<file path="src/rtl/fp16_accum_seq.sv">
// Sequencer/accumulator feeding an external combinational FP16 adder.
// It reduces a stream of FP16 operands into one sum per vector, ending at LEN elements or on in_last.
module fp16_accum_seq #(
  parameter int LEN   = 8,
  parameter int CNT_W = $clog2(LEN+1)
) (
  input  logic             clk,
  input  logic             rst,
  input  logic [15:0]      in_data,
  input  logic             in_valid,
  input  logic             in_last,
  output logic             in_ready,
  output logic [15:0]      add_a,
  output logic [15:0]      add_b,
  input  logic [15:0]      add_out,
  input  logic             add_valid,
  output logic [15:0]      out_data,
  output logic             out_nan,
  output logic [CNT_W-1:0] out_count,
  output logic             out_valid,
  input  logic             out_ready
);

  typedef enum logic {ACCUM, DONE} state_e;

  localparam logic [CNT_W-1:0] LEN_C = CNT_W'(LEN);

  state_e           state_q, state_d;
  logic [15:0]      acc_q, acc_d;
  logic [CNT_W-1:0] cnt_q, cnt_d;
  logic             nan_q, nan_d;
  logic [15:0]      out_data_q, out_data_d;
  logic             out_nan_q, out_nan_d;
  logic [CNT_W-1:0] out_count_q, out_count_d;

  logic             beat;
  logic [CNT_W-1:0] cnt_inc;
  logic [15:0]      acc_nxt;
  logic             nan_nxt;
  logic             in_is_nan;

  assign add_a     = acc_q;
  assign add_b     = in_data;
  assign out_data  = out_data_q;
  assign out_nan   = out_nan_q;
  assign out_count = out_count_q;
  assign out_valid = (state_q == DONE);

  assign in_is_nan = (in_data[14:10] == 5'h1F) & (|in_data[9:0]);
  assign cnt_inc   = cnt_q + 1'b1;

  always_comb begin
    state_d     = state_q;
    acc_d       = acc_q;
    cnt_d       = cnt_q;
    nan_d       = nan_q;
    out_data_d  = out_data_q;
    out_nan_d   = out_nan_q;
    out_count_d = out_count_q;
    in_ready    = (state_q == ACCUM);
    beat        = in_valid & in_ready;

    // First element bypasses the adder so a leading -x is not turned into +0 + -x.
    if (cnt_q == '0) begin
      acc_nxt = in_data;
      nan_nxt = in_is_nan;
    end else begin
      acc_nxt = add_out;
      nan_nxt = nan_q | ~add_valid;
    end

    case (state_q)
      ACCUM: begin
        if (beat) begin
          acc_d = acc_nxt;
          nan_d = nan_nxt;
          cnt_d = cnt_inc;
          if (in_last || (cnt_inc == LEN_C)) begin
            state_d     = DONE;
            out_data_d  = acc_nxt;
            out_nan_d   = nan_nxt;
            out_count_d = cnt_inc;
          end
        end
      end
      DONE: begin
        if (out_ready) begin
          state_d = ACCUM;
          acc_d   = '0;
          cnt_d   = '0;
          nan_d   = 1'b0;
        end
      end
      default: state_d = ACCUM;
    endcase
  end

  always_ff @(posedge clk or posedge rst) begin
    if (rst) begin
      state_q     <= ACCUM;
      acc_q       <= '0;
      cnt_q       <= '0;
      nan_q       <= 1'b0;
      out_data_q  <= '0;
      out_nan_q   <= 1'b0;
      out_count_q <= '0;
    end else begin
      state_q     <= state_d;
      acc_q       <= acc_d;
      cnt_q       <= cnt_d;
      nan_q       <= nan_d;
      out_data_q  <= out_data_d;
      out_nan_q   <= out_nan_d;
      out_count_q <= out_count_d;
    end
  end

endmodule

</file>
<file path="config.mk">
export PLATFORM = sky130hd
export DESIGN_NAME = fp16_accum_seq
export DESIGN_NICKNAME = d
export VERILOG_FILES = /design/src/rtl/fp16_accum_seq.sv
export SDC_FILE = /design/constraint.sdc
export NUM_CORES = 1
export LEC_CHECK = 0
export ABC_AREA = 1
export ABC_CLOCK_PERIOD_IN_PS = 1650
export CAP_MARGIN = 15
export CORE_MARGIN = 5
export CORE_UTILIZATION = 38
export CTS_CLUSTER_DIAMETER = 30
export DETAILED_ROUTE_END_ITERATION = 10
export PLACE_DENSITY_LB_ADDON = 0.05
export SLEW_MARGIN = 10
export SYNTH_ARGS = -nofsm -noshare
export SYNTH_HDL_FRONTEND = slang
export SYNTH_SLANG_ARGS = --single-unit
</file>
<file path="constraint.sdc">
create_clock -name clk -period 1.65 [get_ports clk]
set_clock_uncertainty 0.15 [all_clocks]
set_input_delay 0.495 -clock clk [delete_from_list [all_inputs] [get_ports clk]]
set_output_delay 0.495 -clock clk [all_outputs]
set_load 0.02 [all_outputs]
</file>
# ---- After elaboration in Yosys (flattened, before gate mapping)
# Cells that the tools add are included.
# W data, S select, Z words.
dict set report op_classes {
  add_sub_neg 1
  mul 0
  div 0
  magnitude_cmp 0
  n_eq_ne 4
  shifts 0
  n_mux 15
  n_bitwise 5
  n_reduce_logical 5
}
# op n
set ops {}
lappend ops {{$mux W16} 3}
lappend ops {{$pmux W16 S2} 1}
lappend ops {{$reduce_or A10 Y1} 1}
lappend ops {{$mux W4} 2}
lappend ops {{$pmux W4 S2} 1}
lappend ops {{$mux W1} 6}
lappend ops {{$eq A5 B5 Y1 const B} 1}
lappend ops {{$add A4 B1 Y4 const B} 1}
lappend ops {{$eq A4 B4 Y1 const B} 1}
lappend ops {{$logic_not A4 Y1} 1}
lappend ops {{$pmux W1 S2} 2}
lappend ops {{$reduce_and A3 Y1} 1}
lappend ops {{$and A1 B1 Y1} 2}
lappend ops {{$ne A2 B1 Y1 const B} 1}
lappend ops {{$ne A2 B2 Y1 const B} 1}
lappend ops {{$not A1 Y1} 2}
lappend ops {{$reduce_and A2 Y1} 1}
lappend ops {{$logic_or A1 B1 Y1} 1}
lappend ops {{$or A1 B1 Y1} 1}
dict set report word_totals {
  register_bits 43
  latchBits 0
  ram_bits 0
  romBits 0
  output_inout_bits 55
  elab_cells 37
  memories 0
}

# ---- Logic depth before layout (Yosys ltp)
dict set report depth {
  depth_word 6
  depth_mapped 9
  depth_no_buf 8
}

# ---- Worst setup path after synthesis
# No wires, ideal clock.
dict set report synth_path {
  kind {register -> register}
  from {reg cnt_q[0]}
  to {reg nan_q}
  t_arrival_ns 1.332
  slack_ns 0.103
  stages_incl_launch_ff 10
  period_less_slack_ns 1.547
  path_cell_list {dfrtp_1 inv_1 ha_1 clkbuf_1 nand3_1 nor2_1 nand2_1 nand2_1 nand2_1 nand2_1}
}
dict set report synth_between {
  elab_chain_cells 4
}
# item line
set synth_lines {}
lappend synth_lines {{start: declaration} 30} ;# logic [CNT_W-1:0] cnt_q, cnt_d;
lappend synth_lines {{start signal: assignment} 110} ;# cnt_q <= cnt_d;
lappend synth_lines {{$logic_not A4 Y1} 64} ;# if (cnt_q == '0) begin
lappend synth_lines {{$mux W1} 64}
lappend synth_lines {{$mux W1} 74} ;# if (beat) begin
lappend synth_lines {{$pmux W1 S2} 72} ;# case (state_q)
lappend synth_lines {{end signal: assignment} 111} ;# nan_q <= nan_d;
lappend synth_lines {{end: declaration} 31} ;# logic nan_q, nan_d;
# Every way passes these cells. The select of a mux whose other input is x is not followed.
# A chain may end at the register's enable or synchronous reset.

# ---- Worst setup path after layout
dict set report layout_path {
  from {reg out_nan_q (netlist: out_nan)}
  to {out out_nan}
}
# item line
set layout_rtl {}
lappend layout_rtl {{start: declaration} 33} ;# logic out_nan_q, out_nan_d;
lappend layout_rtl {{start signal: assignment} 113} ;# out_nan_q <= out_nan_d;
lappend layout_rtl {{end: declaration} 18} ;# output logic out_nan,
# No word-level cell between the ends.

==> flow_summary.toml <==
[place]
place_ws_ps = -620
hpwl_um = 4460
place_inst = 429
gp_congestion = 0.798
portBuffers = 92

[cts]
cts_max_level = 2
cts_tree = "built"
post-cts-setup-buffer-count = 0
cts_hold_buf = 0
path_clk_slew_ps = 80
clock-root-buffer = "clkbuf_8"
clk_latency_ps = 300
cts.sinks = 43
cts_made_buffers = 5
cts.path.max_buffers = 2

[cells_and_area]
area_delta_synth_final_pct = 50.2
nets = 404
stdcell_count = 436
fin_util_pct = 58.3
layout-drive-gt1-share_pct = 28.6
antennaDiodeCount = 0

[route]
routed_wl_um = 6140
antenna_left = 0
drt-initial-drc-count = 53
avgViaCountPerCell = 4.70
wire_per_inst_um = 14.1
dr.pass1.iters = 4
vias = 2051
drc = 0

[critical_path]
crit_buf_inv = 1
crit_path_cell_trace = "clkdlybuf4s15_2"
crit_type = "flip-flop to output pin"
cpPeakStageDelay_ps = 390
crit_family = "flip-flops"
crit_required_ps = 1000
crit_path_start_kind = "flip-flop"
end_kind = "output pin"
critical_path.slowest_cell = "dfrtp_1"
crit_fanout = 2
arrival_ps = 960

[die]
fp.dieArea_um2 = 7190
die_y_um = 84.8
pin_count = 93
die_x_um = 84.8
core_region_area_um2 = 5470
rows = 27
initial_core_util_pct = 38.8

[synthesis]
synth_most_common_cell = "nand2_1"
ys_ff_latch = 43
synth_fp_nets = 302
synthTopCellsByCount = "nand2_1 (108), dfrtp_1 (43), nand3_1 (32)"
ys_seq_area_share_pct = 50.6
synth-compound-area-share_pct = 7.07
yosys.area.top_type = "dfrtp_1"
ys.flop_type = "dfrtp_1"
synth-simple-area-share_pct = 29.0
async_flop_share_pct = 100
synth.avg_cell_area_um2 = 8.11
synth-xor-area-share_pct = 0.412
synth_mux_area_share_pct = 0
netlist_area_um2 = 2120
syn_inst = 262
yosys-top-cells-area = "dfrtp_1 (51%), nand2_1 (19%), nand3_1 (7.5%)"
yosys_warnings = 0
synth.distinct_cells = 18
synth-edff-count = 0
synth_fa_ha_area_share_pct = 1.18
synth.top_cell.area_share_pct = 50.6
synth_top_family_by_area = "simple AND/OR/NAND/NOR gates"

[timing]
setup_viol = 0
report.final.slew_viol_count = 0
worst_pin_slew_ps = 309
hold_violations = 0
slew_headroom_pct = 79.4
setup_ws_ps = 46.9
tns_ps = 0
period_share_pct = 97.2
rsz0062_at_grt = "false"
max_freq_ghz = 0.624
fin_crit_ps = 1600

[power]
p_leak_nw = 1.74
peakVddDrop_mv = 0.695
p_per_area_nw_per_um2 = 1660

[job]
cap_violations = 0

[global_routing]
grt_max_degree = 44
antenna_found_initial = 0
gr-usage-all-layers_pct = 17.8
grt_pass1_vias = 2087
grt-ovfl-total = 0
grt_first_pass_wirelength_um = 10100

[status]
outcome = "finished clean"

[worst_hold_path]
min_path_type = "flip-flop to flip-flop"
cells in the final DEF (no fill, tap or decap), types with 2 or more instances in the layout:
cell type,count
nand2_1,105
dfrtp_1,43
clkbuf_2,33
nand3_1,32
buf_4,26
clkdlybuf4s50_1,21
buf_6,18
dlygate4sd2_1,16
inv_1,11
a22o_1,10
o21ai_0,6
nor2_1,5
o21ai_1,5
clkbuf_8,5
inv_2,4
buf_12,4
nand2_2,3
buf_2,3
nand4_1,2
clkdlybuf4s15_2,2
report_power, final:
part           internal (mW)  switching, mW
sequential              1.52          0.262
clock                  0.444          0.366
combinational           1.08           1.62
total                   3.05           2.24
kinds of logic after synthesis:
group,count (synthesis)
AOI/OAI and AO/OA,22
xor gates and xnor gates,1
adders and majority gates,2
buffers and inverters,44
DFF,43
and+or+nand+nor,150
routing by layer:
metal	wire length, µm	GRT usage (%)	part of all wire (%)	vias up
li1	-	-	-	1030
met1	2780	22.4	45	942
met2	2790	28.5	45	72
met3	495	6.77	8.1	7
met4	73	4.75	1.2	0
met5	0	0	0	-
final cells by class:
| cell class | count | area (µm²) |
|---|---|---|
| sequential | 43 | 1080 |
| fill | 545 | 2280 |
| clock buffer | 6 | 72.6 |
| timing repair buffer | 124 | 1040 |
| inverter | 15 | 56.3 |
| multi-input combinational | 175 | 826 |
| tap | 72 | 90.1 |
| clock inverter | 1 | 30.0 |
path summary, 6_finish.rpt:
check	endpoint	from	cells after the start	slack, ps
max in group asynchronous	out_data[2]$_DFFE_PP0P_	rst	3	750
worst min register to register	add_a[7]$_DFFE_PP0P_	add_a[7]$_DFFE_PP0P_	2	340
worst min-delay path	add_a[7]$_DFFE_PP0P_	add_a[7]$_DFFE_PP0P_	2	340
min in group asynchronous	out_count[0]$_DFFE_PP0P_	rst	3	370
worst max-delay path	out_nan	out_nan$_DFFE_PP0P_	1	50
worst max register to register	out_data[4]$_DFFE_PP0P_	cnt_q[1]$_DFFE_PP0P_	9	130
stage by stage:
step	cell area (µm²)	hold WS, ps	power, mW
after floorplan	2120	294	3.38
after global placement	3230	312	4.84
after detailed placement	3230	314	4.87
after CTS	3330	342	5.48
after global routing	3190	370	5.72
final	3190	337	5.29
flip-flops by register name, summed over array words and instances, names as in the netlist:
| name | count |
|---|---|
| out_data | 16 |
| out_nan | 1 |
| out_valid | 1 |
| out_count | 4 |
| add_a | 16 |
| cnt_q | 4 |
| nan_q | 1 |
what timing repair did:
| item | 4_1_cts | 5_1_grt |
|---|---|---|
| resized for setup | 194 | 47 |
| cloned | 0 | 0 |
| pin swaps | 0 | 1 |
| setup endpoints to repair | 57 | 57 |
worst reg2reg max path, cell delays in order (launching register included):
cell and delay (ps):
dfrtp_1 380, inv_1 110, ha_4 160, nand2_2 70
buf_12 160, nand2_1 50, o21ai_0 70, buf_4 140
nand2_1 60, nand2_1 50
(Power assumes the default switching activity.)
